===== src/rtl/ext_mem_reader_pkg.sv =====
// Shared constants, state encoding and clamp helper for ext_mem_reader.
//   MB_*_BITS       : macroblock coordinate widths
//   EXT_BUF_MEM_*   : external frame-buffer address/data widths
//   PLANE_*         : plane codes on req_plane
//   *_MULT          : per-MB byte multipliers of the frame layout
package ext_mem_reader_pkg;

  localparam int unsigned MB_X_BITS              = 7;
  localparam int unsigned MB_Y_BITS              = 7;
  localparam int unsigned EXT_BUF_MEM_ADDR_WIDTH = 32;
  localparam int unsigned EXT_BUF_MEM_DATA_WIDTH = 32;

  localparam logic [1:0] PLANE_LUMA = 2'd0;
  localparam logic [1:0] PLANE_CB   = 2'd1;
  localparam logic [1:0] PLANE_CR   = 2'd2;

  localparam int unsigned FRAME_MULT = 384;
  localparam int unsigned CB_MULT    = 256;
  localparam int unsigned CR_MULT    = 320;

  // Signed width for window/picture coordinates; wider than any req_x/req_y + row
  localparam int unsigned CW = MB_X_BITS + MB_Y_BITS + 2;

  typedef enum logic [2:0] {
    ST_IDLE,
    ST_BASE,
    ST_ROWCALC,
    ST_ISSUE,
    ST_RECV,
    ST_EMIT,
    ST_DONE
  } state_e;

  // Clamp v into [0, hi]
  function automatic logic signed [CW-1:0] clamp_lo0(input logic signed [CW-1:0] v,
                                                     input logic signed [CW-1:0] hi);
    if (v < 0)       return '0;
    else if (v > hi) return hi;
    else             return v;
  endfunction

endpackage


===== src/rtl/ext_mem_reader_ref_row_buf.sv =====
// Word row buffer for one fetched window row with edge-replicating read mux.
//   wr_en_i/wr_idx_i/wr_data_i : burst data write port
//   rd_col_i                   : signed picture word column being emitted
//   a_i                        : picture word column held in entry 0
//   last_i                     : index of last valid entry (b-a)
//   ww_m1_i                    : last picture word column
//   rd_data_o_c                : combinational read word
module ext_mem_reader_ref_row_buf
  import ext_mem_reader_pkg::*;
#(
  parameter int unsigned MaxWordsLog2 = 3
) (
  input  logic                              clk,
  input  logic                              rst_n,
  input  logic                              wr_en_i,
  input  logic [MaxWordsLog2-1:0]           wr_idx_i,
  input  logic [EXT_BUF_MEM_DATA_WIDTH-1:0] wr_data_i,
  input  logic signed [CW-1:0]              rd_col_i,
  input  logic signed [CW-1:0]              a_i,
  input  logic [MaxWordsLog2-1:0]           last_i,
  input  logic signed [CW-1:0]              ww_m1_i,
  output logic [EXT_BUF_MEM_DATA_WIDTH-1:0] rd_data_o_c
);

  localparam int unsigned NW = 2 ** MaxWordsLog2;

  logic [EXT_BUF_MEM_DATA_WIDTH-1:0] mem_q [NW];

  // Row storage
  always_ff @(posedge clk or negedge rst_n) begin
    if (!rst_n) begin
      for (int i = 0; i < NW; i++) mem_q[i] <= '0;
    end else if (wr_en_i) begin
      mem_q[wr_idx_i] <= wr_data_i;
    end
  end

  // Left of picture repeats pixel 0, right of picture repeats the last pixel
  always_comb begin
    rd_data_o_c = mem_q[MaxWordsLog2'(rd_col_i - a_i)];
    if (rd_col_i < 0)
      rd_data_o_c = {4{mem_q[0][7:0]}};
    else if (rd_col_i > ww_m1_i)
      rd_data_o_c = {4{mem_q[last_i][31:24]}};
  end

endmodule


===== src/rtl/ext_mem_reader.sv =====
// Reference-window fetcher: one burst per window row from the frame buffer,
// rows/columns clamped to the picture, edges replicated, one word per cycle out.
//   start/req_*          : window request, latched in IDLE
//   pic_* / total_mbs_*  : picture geometry
//   busy/done            : request status
//   out_*                : streamed window words (row, word column)
//   ext_mem_reader_*     : burst read interface to the memory hub
module ext_mem_reader
  import ext_mem_reader_pkg::*;
#(
  parameter int unsigned MaxWordsLog2 = 3,
  parameter int unsigned MaxRowsLog2  = 5
) (
  input  logic                              clk,
  input  logic                              rst_n,
  input  logic                              start,
  input  logic [1:0]                        req_plane,
  input  logic [2:0]                        req_ref_pic,
  input  logic [MB_X_BITS+5:0]              req_x,
  input  logic [MB_Y_BITS+5:0]              req_y,
  input  logic [MaxWordsLog2-1:0]           req_words_minus1,
  input  logic [MaxRowsLog2-1:0]            req_rows_minus1,
  input  logic [MB_X_BITS:0]                pic_width_in_mbs,
  input  logic [MB_Y_BITS:0]                pic_height_in_map_units,
  input  logic [MB_X_BITS+MB_Y_BITS:0]      total_mbs_one_frame,
  output logic                              busy,
  output logic                              done,
  output logic                              out_valid,
  output logic [31:0]                       out_data,
  output logic [MaxRowsLog2-1:0]            out_row,
  output logic [MaxWordsLog2-1:0]           out_col,
  input  logic                              ext_mem_reader_ready,
  output logic                              ext_mem_reader_burst,
  output logic [7:0]                        ext_mem_reader_burst_len_minus1,
  output logic [EXT_BUF_MEM_ADDR_WIDTH-1:0] ext_mem_reader_addr,
  input  logic                              ext_mem_reader_valid,
  input  logic [EXT_BUF_MEM_DATA_WIDTH-1:0] ext_mem_reader_data
);

  localparam int unsigned AW = EXT_BUF_MEM_ADDR_WIDTH;

  state_e                   state_q, state_d;
  logic                     chroma_q, chroma_d;
  logic [2:0]               ref_cnt_q, ref_cnt_d;
  logic signed [CW-1:0]     xw_q, xw_d, y_q, y_d, a_q, a_d;
  logic [MaxWordsLog2-1:0]  n_q, n_d, k_q, k_d, wr_idx_q, wr_idx_d, last_q, last_d;
  logic [MaxRowsLog2-1:0]   rows_q, rows_d, row_q, row_d;
  logic [AW-1:0]            base_q, base_d;
  logic                     busy_q, busy_d, done_q, done_d, burst_q, burst_d;
  logic [7:0]               len_q, len_d;
  logic [AW-1:0]            addr_q, addr_d;
  logic                     out_valid_q, out_valid_d;
  logic [31:0]              out_data_q, out_data_d;
  logic [MaxRowsLog2-1:0]   out_row_q, out_row_d;
  logic [MaxWordsLog2-1:0]  out_col_q, out_col_d;

  logic [AW-1:0]            t_aw, frame_size, plane_off, stride, row_addr;
  logic signed [CW-1:0]     ww_m1, h_m1, yc, a_c, b_c, n_s, row_s, k_s, rd_col;
  logic [31:0]              rd_word;
  logic                     wr_en;

  // Frame layout and per-row address datapath
  always_comb begin
    t_aw       = AW'(total_mbs_one_frame);
    frame_size = t_aw * AW'(FRAME_MULT);
    if (req_plane == PLANE_LUMA)    plane_off = '0;
    else if (req_plane == PLANE_CB) plane_off = t_aw * AW'(CB_MULT);
    else                            plane_off = t_aw * AW'(CR_MULT);

    ww_m1  = (chroma_q ? CW'({pic_width_in_mbs, 1'b0}) : CW'({pic_width_in_mbs, 2'b00})) - CW'(1);
    h_m1   = (chroma_q ? CW'({pic_height_in_map_units, 3'b000})
                       : CW'({pic_height_in_map_units, 4'b0000})) - CW'(1);
    stride = chroma_q ? AW'({pic_width_in_mbs, 3'b000}) : AW'({pic_width_in_mbs, 4'b0000});

    n_s    = CW'(n_q);
    row_s  = CW'(row_q);
    k_s    = CW'(k_q);
    yc     = clamp_lo0(y_q + row_s, h_m1);
    a_c    = clamp_lo0(xw_q, ww_m1);
    b_c    = clamp_lo0(xw_q + n_s, ww_m1);
    row_addr = base_q + AW'(yc) * stride + (AW'(a_c) << 2);
    rd_col = xw_q + k_s;
  end

  assign wr_en = (state_q == ST_RECV) && ext_mem_reader_valid;

  ext_mem_reader_ref_row_buf #(
    .MaxWordsLog2(MaxWordsLog2)
  ) u_row_buf (
    .clk        (clk),
    .rst_n      (rst_n),
    .wr_en_i    (wr_en),
    .wr_idx_i   (wr_idx_q),
    .wr_data_i  (ext_mem_reader_data),
    .rd_col_i   (rd_col),
    .a_i        (a_q),
    .last_i     (last_q),
    .ww_m1_i    (ww_m1),
    .rd_data_o_c(rd_word)
  );

  // Next-state and registered-output logic
  always_comb begin
    state_d     = state_q;
    chroma_d    = chroma_q;
    ref_cnt_d   = ref_cnt_q;
    xw_d        = xw_q;
    y_d         = y_q;
    a_d         = a_q;
    n_d         = n_q;
    k_d         = k_q;
    wr_idx_d    = wr_idx_q;
    last_d      = last_q;
    rows_d      = rows_q;
    row_d       = row_q;
    base_d      = base_q;
    busy_d      = busy_q;
    done_d      = 1'b0;
    burst_d     = burst_q;
    len_d       = len_q;
    addr_d      = addr_q;
    out_valid_d = 1'b0;
    out_data_d  = out_data_q;
    out_row_d   = out_row_q;
    out_col_d   = out_col_q;

    case (state_q)
      ST_IDLE: begin
        if (start) begin
          chroma_d  = (req_plane != PLANE_LUMA);
          ref_cnt_d = req_ref_pic;
          xw_d      = CW'($signed(req_x) >>> 2);
          y_d       = CW'($signed(req_y));
          n_d       = req_words_minus1;
          rows_d    = req_rows_minus1;
          row_d     = '0;
          base_d    = plane_off;
          busy_d    = 1'b1;
          state_d   = ST_BASE;
        end
      end
      // Frame base by repeated addition of the frame size
      ST_BASE: begin
        if (ref_cnt_q != 3'd0) begin
          base_d    = base_q + frame_size;
          ref_cnt_d = ref_cnt_q - 3'd1;
        end
        if (ref_cnt_q <= 3'd1) state_d = ST_ROWCALC;
      end
      ST_ROWCALC: begin
        addr_d   = row_addr;
        len_d    = 8'(b_c - a_c);
        last_d   = MaxWordsLog2'(b_c - a_c);
        a_d      = a_c;
        wr_idx_d = '0;
        burst_d  = 1'b1;
        state_d  = ST_ISSUE;
      end
      ST_ISSUE: begin
        if (ext_mem_reader_ready) begin
          burst_d = 1'b0;
          state_d = ST_RECV;
        end
      end
      ST_RECV: begin
        if (ext_mem_reader_valid) begin
          wr_idx_d = wr_idx_q + MaxWordsLog2'(1);
          if (wr_idx_q == last_q) begin
            k_d     = '0;
            state_d = ST_EMIT;
          end
        end
      end
      ST_EMIT: begin
        out_valid_d = 1'b1;
        out_data_d  = rd_word;
        out_row_d   = row_q;
        out_col_d   = k_q;
        k_d         = k_q + MaxWordsLog2'(1);
        if (k_q == n_q) begin
          if (row_q == rows_q) begin
            state_d = ST_DONE;
          end else begin
            row_d   = row_q + MaxRowsLog2'(1);
            state_d = ST_ROWCALC;
          end
        end
      end
      ST_DONE: begin
        done_d  = 1'b1;
        busy_d  = 1'b0;
        state_d = ST_IDLE;
      end
      default: state_d = ST_IDLE;
    endcase
  end

  // State and output registers
  always_ff @(posedge clk or negedge rst_n) begin
    if (!rst_n) begin
      state_q     <= ST_IDLE;
      chroma_q    <= 1'b0;
      ref_cnt_q   <= '0;
      xw_q        <= '0;
      y_q         <= '0;
      a_q         <= '0;
      n_q         <= '0;
      k_q         <= '0;
      wr_idx_q    <= '0;
      last_q      <= '0;
      rows_q      <= '0;
      row_q       <= '0;
      base_q      <= '0;
      busy_q      <= 1'b0;
      done_q      <= 1'b0;
      burst_q     <= 1'b0;
      len_q       <= '0;
      addr_q      <= '0;
      out_valid_q <= 1'b0;
      out_data_q  <= '0;
      out_row_q   <= '0;
      out_col_q   <= '0;
    end else begin
      state_q     <= state_d;
      chroma_q    <= chroma_d;
      ref_cnt_q   <= ref_cnt_d;
      xw_q        <= xw_d;
      y_q         <= y_d;
      a_q         <= a_d;
      n_q         <= n_d;
      k_q         <= k_d;
      wr_idx_q    <= wr_idx_d;
      last_q      <= last_d;
      rows_q      <= rows_d;
      row_q       <= row_d;
      base_q      <= base_d;
      busy_q      <= busy_d;
      done_q      <= done_d;
      burst_q     <= burst_d;
      len_q       <= len_d;
      addr_q      <= addr_d;
      out_valid_q <= out_valid_d;
      out_data_q  <= out_data_d;
      out_row_q   <= out_row_d;
      out_col_q   <= out_col_d;
    end
  end

  assign busy                            = busy_q;
  assign done                            = done_q;
  assign out_valid                       = out_valid_q;
  assign out_data                        = out_data_q;
  assign out_row                         = out_row_q;
  assign out_col                         = out_col_q;
  assign ext_mem_reader_burst            = burst_q;
  assign ext_mem_reader_burst_len_minus1 = len_q;
  assign ext_mem_reader_addr             = addr_q;

endmodule

===== config.mk =====
export PLATFORM = sky130hd
export DESIGN_NAME = ext_mem_reader
export DESIGN_NICKNAME = d
export VERILOG_FILES = /design/src/rtl/ext_mem_reader_pkg.sv /design/src/rtl/ext_mem_reader_ref_row_buf.sv /design/src/rtl/ext_mem_reader.sv
export SDC_FILE = /design/constraint.sdc
export NUM_CORES = 1
export LEC_CHECK = 0
export ABC_AREA = 1
export ABC_CLOCK_PERIOD_IN_PS = 12200
export CAP_MARGIN = 20
export CORE_MARGIN = 2
export CORE_UTILIZATION = 49
export CTS_BUF_LIST = sky130_fd_sc_hd__clkbuf_8
export DETAILED_ROUTE_END_ITERATION = 8
export GPL_ROUTABILITY_DRIVEN = 0
export HOLD_SLACK_MARGIN = 0.12
export PLACE_DENSITY = 0.65
export SYNTH_ARGS = -nofsm -noshare
export SYNTH_HDL_FRONTEND = slang
export SYNTH_SLANG_ARGS = --single-unit

===== constraint.sdc =====
create_clock -name clk -period 12.2 [get_ports clk]
set_input_delay 1.22 -clock clk [delete_from_list [all_inputs] [get_ports clk]]
set_output_delay 1.22 -clock clk [all_outputs]
set_load 0.01 [all_outputs]

======== Yosys cells after proc, flatten, opt, wreduce, memory -nomap -nowiden ========
Index checks and enable logic that the tools add are counted.
W data, S select, Z words.
storage, ports and cells
  input port bits ......................... 107
  output and inout port bits .............. 84
  word-level logic and storage cells ...... 152
  flip-flop bits (word level) ............. 428
cells by class
  reduce and logical (&&, ||, !) cells .... 20
  bitwise gates (word level) .............. 3
  $mul .................................... 3
  $lt $le $gt $ge ......................... 13
  equal/unequal tests ..................... 18
  add/subtract/negate cells ............... 14
  mux-type cells .......................... 51
operators with widths
  operator                 count
  $mux W32                 10
  $bwmux W256              1
  $bmux W32 S3             2
  $demux W32 S3            1
  $add A32 B32 Y32         2
  $mux W16                 4
  $pmux W32 S2             1
  $mux W3                  12
  $add A32 B24 Y32         1
  $mul A16 B13 Y29         1
  $add A11 B4 Y12          2
  $gt A12 B11 Y1           2
  $lt A12 B1 Y1 const B    2
  $mux W12                 2
  $mux W24                 1
  $mul A15 B3 Y18 const B  1
  $pmux W3 S2              3
  $pmux W3 S6              1
  $mul A15 B2 Y17 const B  1
  $mux W8                  2
  $mux W5                  3
  $add A13 B6 Y14          1
  $gt A14 B13 Y1           1
  $lt A14 B1 Y1 const B    1
  36 further kinds         64

======== Depth between registers and ports, before layout ========
Gate-level depths: netlist (run 1).
  depth in word-level cells ............... 8
  depth in mapped cells ................... 60
  gate-level depth less buffers ........... 59

======== By module ========
A second synthesis (run 1) with hierarchy kept.
second synthesis, totals
  cell total of the unflattened synthesis .. 4268
  area, all modules ....................... 32571.2 um2
by module, submodules not included
  module                      area an instance (um2)  sequential area each (um2)  times used  cells an instance
  ext_mem_reader              19537.5                 4204.0                      1           2546
  ext_mem_reader_ref_row_buf  13033.8                 6406.1                      1           1722

======== Worst setup path before layout (run 1) ========
No wires, ideal clock.
  path type ............................... input-to-reg
  start point ............................. input port pic_height_in_map_units[6]
  end point ............................... register addr_q[28], in the netlist ext_mem_reader_addr[28]
  cell stages on the path ................. 50
  setup slack ............................. 2.233 ns
  buffers on the path ..................... 1
  arrival time ............................ 9.849 ns
  path through ............................ or2_1 o21ai_1 inv_2 nor4_1 nand4_1 nor2_1 inv_1 ha_1 nand2_1 inv_1 nand3_1 nor2_1 nand4_1 nor2_1 nor2_1 nand2_1 nand2_1 nand2_2 (+14 left out) nand2_1 nor3_1 a21oi_1 o21ai_0 a21oi_1 o21ai_0 a21oi_1 o21ai_0 xor2_1 fa_1 ha_1 nand2_1 inv_1 a211oi_1 o221ai_1 or2_2 nand3_1 nand2_1
on the way
  word-level cells in the longest chain between the ends .. 8
RTL lines
  item                               line                      RTL
  start: declaration                 ext_mem_reader.sv:24      input logic [MB_Y_BITS:0] pic_height_in_map_units,
  $mux W12 (*)                       ext_mem_reader.sv:71      h_m1 = (chroma_q ? CW'({pic_height_in_map_units, 3'b000})
  $sub A12 B1 Y13 (*)                ext_mem_reader.sv:72      : CW'({pic_height_in_map_units, 4'b0000})) - CW'(1);
  $gt A14 B13 Y1                     ext_mem_reader_pkg.sv:38  else if (v > hi) return hi;
  $mux W16 (*)                       ext_mem_reader_pkg.sv:38
  $mux W16 (*)                       ext_mem_reader_pkg.sv:37  if (v < 0) return '0;
  $mul A16 B13 Y29 (*)               ext_mem_reader.sv:81      row_addr = base_q + AW'(yc) * stride + (AW'(a_c) << 2);
  $add A32 B32 Y32 (*) (2 in a row)  ext_mem_reader.sv:81
  end signal: assignment             ext_mem_reader.sv:241     addr_q <= addr_d;
  end: declaration                   ext_mem_reader.sv:51      logic [AW-1:0] addr_q, addr_d;
Every way passes the cells marked *; elsewhere a longest branch is shown, timed or not.
A chain may end at the register's enable or synchronous reset.

======== Worst setup path in the final report (run 1) ========
  start point ............................. register row_q[0]
  end point ............................... register addr_q[28], in the netlist ext_mem_reader_addr[28]
on the way
  word-level cells in the longest chain between the ends .. 7
  elaborated cells between the ends (all ways) .. 8
  classes of those cells .................. add/sub: 3; mul: 1; order compare: 2; mux: 2
RTL lines
  item                               line                      RTL
  start: declaration                 ext_mem_reader.sv:47      logic [MaxRowsLog2-1:0] rows_q, rows_d, row_q, row_d;
  start signal: assignment           ext_mem_reader.sv:235     row_q <= row_d;
  $add A13 B6 Y14 (*)                ext_mem_reader.sv:78      yc = clamp_lo0(y_q + row_s, h_m1);
  $gt A14 B13 Y1                     ext_mem_reader_pkg.sv:38
  $mux W16                           ext_mem_reader_pkg.sv:38
  $mux W16 (*)                       ext_mem_reader_pkg.sv:37
  $mul A16 B13 Y29 (*)               ext_mem_reader.sv:81
  $add A32 B32 Y32 (*) (2 in a row)  ext_mem_reader.sv:81
Marked as above.

==> impl_metrics.env, run 1 <==
export IMPL_cpPeakStageDelay_ns=0.56
export IMPL_yosysWarnings=0
export IMPL_grt_total_usage_pct=27.2
export IMPL_portBuffers=186
export IMPL_synthCells=4109
export IMPL_synth_seq_area_share_pct=32.8
export IMPL_slew_viol_final=0
export IMPL_setup_tns_ns=0
export IMPL_vias=27707
export IMPL_post_dp_hpwl_um=63600
export IMPL_fin_crit_ns=11.31
export IMPL_skew_ns=0.0778
export IMPL_finalWirelength_um=90200
export IMPL_hold_violations=0
export IMPL_max_slew_margin_pct=24.9
export IMPL_drive_above_1_share_pct=5.41
export IMPL_cts_root_buf="clkbuf_8"
export IMPL_hold_start="u_row_buf.mem_q[96]"
export IMPL_core_area_mm2=0.0642
export IMPL_grt_pass1_wl_um=146000
export IMPL_hold_end="u_row_buf.mem_q[96]"
export IMPL_synth_seq_cells=416
export IMPL_crit_slowest_cell="fa_1"
export IMPL_dieWidth_um=259
export IMPL_status="complete, no violations"
export IMPL_synth_edff_count=0
export IMPL_r2r_cells=52
export IMPL_critical_path_class="flip-flop to flip-flop"
export IMPL_fin_crit_sh_pct=92.7
export IMPL_ant_nets=0
export IMPL_tightest_slew_ns=1.11
export IMPL_max_cap_violations=0
export IMPL_die_area_mm2=0.0669
export IMPL_crit_buf_inv=9
export IMPL_r2r_end="ext_mem_reader_addr[28]"
export IMPL_worstSetupStartpointType="flip-flop"
export IMPL_wl_per_cell_um=17.5
export IMPL_yosysUniqueCellTypes=57
export IMPL_crit_start="row_q[0]"
export IMPL_rows=93
export IMPL_antenna_found_initial=5
export IMPL_cts_tree="done"
export IMPL_synth_top_area_share_pct=32.8
export IMPL_synth_async_reset_ratio_pct=100
export IMPL_final_nets=4725
export IMPL_critPathMaxFanout=11
export IMPL_clkTransAtPathRegs_ns=0.06
export IMPL_synth_area_top_cells="dfrtp_1 33%, nand2_1 9.3%, fa_1 9.3%"
export IMPL_critPathTopFamily="adder cells"
export IMPL_cts_hold_buf=0
export IMPL_hold_class="flip-flop to flip-flop"
export IMPL_drc=0
export IMPL_setup_viol=0
export IMPL_fmax_mhz=88.4
export IMPL_grt_setup_unrepaired="false"
export IMPL_first_global_vias=26944
export IMPL_avgSynthCellArea_um2=7.73
export IMPL_die_h_um=259
export IMPL_syn_to_final_growth_pct=13.4
export IMPL_vias_per_cell=5.38
export IMPL_yosys_cell_count_top_type="nand2_1"
export IMPL_cts_path_max_buffers=3
export IMPL_grt_overflow=0
export IMPL_cts_buffers=78
export IMPL_hold_depth=2
export IMPL_dr_pass1_iters=6
export IMPL_endpoint_kind="flip-flop"
export IMPL_critPathMostFrequentCell="inv_1"
export IMPL_grt_max_degree=100
export IMPL_yosysTopAreaCell="dfrtp_1"
export IMPL_cp_data_required_time_ns=12.76
export IMPL_synth_top_cells_by_count="786 x nand2_1, 531 x inv_1, 428 x o21ai_0, 425 x a21oi_1, 416 x dfrtp_1"
export IMPL_r2r_start="row_q[0]"
export IMPL_cts_setup_buffers=0
export IMPL_clk_latency_ns=0.73
export IMPL_reg2reg_setup_slack_ns=0.89
export IMPL_first_iter_violations=2033
export IMPL_syn_cell_area_mm2=0.0318
export IMPL_initial_core_util_pct=49.5
export IMPL_clock_sinks=416
export IMPL_ios=191
export IMPL_ys_flop_type="dfrtp_1"
export IMPL_worstPathArrival_ns=11.87
export IMPL_h_tree_depth=3
[flip-flops by register name, indices dropped and copies added (netlist names), 5 cells and up]
signal / cells
base_q: 26
row_q: 5
ext_mem_reader_burst_len_minus1: 6
out_data: 32
u_row_buf.mem_q: 256
xw_q: 11
ext_mem_reader_addr: 29
out_row: 5
rows_q: 5
y_q: 13
[what timing repair did]
item | in CTS | in global routing
gates resized for setup | 0 | 2
setup endpoints to repair | 0 | 5
hold endpoints to repair | 0 | 0
[worst min-delay path, cell delays in order, from the launching register on]
cell,delay (ns)
dfrtp_1,0.33
nand2_1,0.05
o21ai_0,0.06
[layer usage]
metal | vias to the layer above | GRT usage, % | share of wire (%)
li1 | 13727 | - | -
met1 | 13027 | 38.6 | 46
met2 | 808 | 43.0 | 45
met3 | 141 | 4.23 | 6.4
met4 | 4 | 8.11 | 2.6
met5 | - | 0 | 0.028
[kinds of logic after synthesis]
kind of cell / synth area share [%]
AO/OA/AOI/OAI: 17.0
XOR/XNOR: 3.17
adder cells (fa/ha/maj): 18.4
buffers and inverters: 8.83
flip-flops: 32.8
multiplexers: 0.0315
other: 0.0118
AND/OR/NAND/NOR: 19.7
[worst max-delay path by stage]
stage | slack, ns | end | depth (start not counted)
2_1_floorplan | 2.23 | ext_mem_reader_addr[28] | 50
3_3_place_gp | 0.44 | ext_mem_reader_addr[28] | 51
3_5_place_dp | 0.32 | ext_mem_reader_addr[29] | 52
4_1_cts | 0.67 | ext_mem_reader_addr[28] | 52
5_1_grt | 0.13 | ext_mem_reader_addr[29] | 53
6_report | 0.89 | ext_mem_reader_addr[28] | 52
[layout make-up]
class / instances / area (um2)
fillers: 6087 / 28200
flip-flops and latches: 416 / 10400
well taps: 855 / 1070
multi-input cells: 2972 / 18700
diodes: 3 / 7.51
repair buffers: 228 / 2210
clock buffers: 87 / 1200
clock inverters: 44 / 430
inverters: 543 / 2040
[placed cells by master, fill, tap and decap left out, drive strengths merged, types with 21 or more instances in the layout]
| master | synthesis | layout |
|---|---|---|
| ha | 232 | 232 |
| nand3 | 158 | 158 |
| xor2 | 79 | 79 |
| o22a | 32 | 32 |
| clkbuf | 141 | 87 |
| o21ai | 432 | 432 |
| xnor2 | 36 | 36 |
| nor2 | 373 | 373 |
| a21oi | 425 | 425 |
| nand2 | 804 | 804 |
| a31oi | 21 | 21 |
| fa | 147 | 147 |
| clkdlybuf4s50 | 0 | 185 |
| buf | 39 | 43 |
| nand4 | 66 | 66 |
| dfrtp | 416 | 416 |
| nor3 | 31 | 31 |
| inv | 540 | 570 |
[per-stage QoR]
step | utilization (%) | std cells | setup WS (ns) | hold WS, ns | cell area, um2
2_1_floorplan | - | 4111 | 2.23 | 0.448 | 31800
5_1_grt | 56.1 | 5148 | 0.126 | 0.500 | 36000
4_1_cts | 56.0 | 5143 | 0.669 | 0.481 | 36000
3_5_place_dp | 53.5 | 5012 | 0.322 | 0.466 | 34400
6_report | 56.1 | 5148 | 0.888 | 0.475 | 36000
3_3_place_gp | 53.5 | 5012 | 0.441 | 0.460 | 34400
Power of run 1 is not shown: default switching activity piles up to over one toggle a cycle in this logic, so the estimate is an artifact.
==> run 2: changes to the inputs <==
CORE_MARGIN = 1.5   (was 2)
GPL_TIMING_DRIVEN = 0   (was default)
SETUP_SLACK_MARGIN = 0.02   (was default)
==> run 2 against run 1 <==
Non-clock buffer count is 145 higher; sequential cell count is the same; fmax is 0.18% higher; global-route usage increased by 4.2 points; clock-buffer cell count is 1 lower; sequential share of layout area down 0.19 points.
==> impl_metrics.env, run 2 (synthesis results as in run 1) <==
export IMPL_n_fill_cell=6330
export IMPL_drc=0
export IMPL_mostFrequentLayoutCells="786 x nand2_1, 550 x inv_1, 428 x o21ai_0"
export IMPL_max_cap_violations=0
export IMPL_critPathMaxFanout=10
export IMPL_hold_start="u_row_buf.mem_q[101]"
export IMPL_syn_to_final_growth_pct=14.2
export IMPL_setup_viol=0
export IMPL_cts_resized=0
export IMPL_clock_sinks=416
export IMPL_grt_pass1_wl_um=162000
export IMPL_final_nets=4868
export IMPL_hold_class="flip-flop to flip-flop"
export IMPL_critPathTopFamily="adder cells"
export IMPL_hold_end="u_row_buf.mem_q[101]"
export IMPL_tightest_slew_ns=1.18
export IMPL_skew_ns=0.0459
export IMPL_cts_tree="done"
export IMPL_cpPeakStageDelay_ns=0.56
export IMPL_vias=29674
export IMPL_dr_pass1_iters=5
export IMPL_hold_worst_slack_ns=0.477
export IMPL_layout_cells_most_common="nand2_1"
export IMPL_crit_buf_inv=8
export IMPL_ant_nets=0
export IMPL_grt_overflow=0
export IMPL_largest_register="u_row_buf.mem_q"
export IMPL_cts_setup_buffers=0
export IMPL_first_global_vias=28061
export IMPL_antenna_found_initial=1
export IMPL_critical_path_class="flip-flop to flip-flop"
export IMPL_endpoint_kind="flip-flop"
export IMPL_r2r_end="ext_mem_reader_addr[29]"
export IMPL_r2r_cells=52
export IMPL_r2r_start="row_q[0]"
export IMPL_fin_util_pct=56.5
export IMPL_first_iter_violations=3085
export IMPL_wl_per_cell_um=19.9
export IMPL_die_h_um=258
export IMPL_finalWirelength_um=105000
export IMPL_max_slew_margin_pct=20.6
export IMPL_largest_reg_flops=256
export IMPL_worstSetupStartpointType="flip-flop"
export IMPL_core_area_mm2=0.0642
export IMPL_fin_crit_ns=11.29
export IMPL_slew_viol_final=0
export IMPL_rows=93
export IMPL_grt_setup_unrepaired="false"
export IMPL_hold_violations=0
export IMPL_cts_path_max_buffers=3
export IMPL_cts_buffers=76
export IMPL_grt_max_degree=121
export IMPL_initial_core_util_pct=49.5
export IMPL_dp_cells=5157
export IMPL_post_dp_hpwl_um=79300
export IMPL_clkTransAtPathRegs_ns=0.06
export IMPL_reg2reg_setup_slack_ns=0.91
export IMPL_h_tree_depth=3
export IMPL_worstPathArrival_ns=11.84
export IMPL_cp_data_required_time_ns=12.74
export IMPL_drive_above_1_share_pct=4.70
export IMPL_clk_latency_ns=0.72
export IMPL_die_area_mm2=0.0664
export IMPL_crit_slowest_cell="fa_1"
export IMPL_dieWidth_um=258
export IMPL_fin_crit_sh_pct=92.6
export IMPL_portBuffers=185
export IMPL_grt_total_usage_pct=31.4
export IMPL_ios=191
export IMPL_hold_depth=2
export IMPL_status="complete, no violations"
export IMPL_fmax_mhz=88.6
export IMPL_cts_root_buf="clkbuf_8"
export IMPL_stdcell_count=5283
export IMPL_vias_per_cell=5.62
export IMPL_cts_hold_buf=0
-- run 2: cell type report --
type,instances,area (um2),area share (%)
Antenna cell,1,2.50,0.00690
Multi-Input combinational cell,2972,18600,51.2
Sequential cell,416,10400,28.7
Clock inverter,37,267,0.735
Tap cell,855,1070,2.95
Timing Repair Buffer,193,1980,5.46
Inverter,543,2040,5.62
Clock buffer,86,1180,3.26
Buffer,180,767,2.11
-- run 2: layer usage --
layer / global-route usage (%) / up-vias / wire, um
li1: - / 14009 / -
met1: 45.8 / 14107 / 46800
met2: 46.7 / 1322 / 45200
met3: 6.12 / 236 / 9440
met4: 10.6 / 0 / 3660
met5: 0 / - / 0
-- run 2: worst min-delay path, stage by stage, from the launching register on --
cell     delay [ns]
dfrtp_1        0.34
nand2_1        0.05
o21ai_0        0.05
-- run 2: how the worst max path moves through the flow --
stage / start / to / slack, ns / depth (start not counted)
after detailed placement: pic_height_in_map_units[6] / ext_mem_reader_addr[28] / 0.43 / 51
after CTS: row_q[0] / ext_mem_reader_addr[28] / 0.94 / 52
after floorplan: pic_height_in_map_units[6] / ext_mem_reader_addr[28] / 2.23 / 50
final: row_q[0] / ext_mem_reader_addr[29] / 0.91 / 52
after global placement: rst_n / u_row_buf.mem_q[145] / -9.25 / 1
after global routing: row_q[0] / ext_mem_reader_addr[28] / 0.09 / 52
-- run 2: stage by stage --
step | TNS (ns) | area, um2 | setup slack (ns)
6_report | 0 | 36300 | 0.908
3_5_place_dp | 0 | 34800 | 0.428
5_1_grt | 0 | 36300 | 0.0940
4_1_cts | 0 | 36300 | 0.940
3_3_place_gp | -3829.61 | 34700 | -9.25
2_1_floorplan | 0 | 31800 | 2.23
Power of run 2 is left out for the same reason.
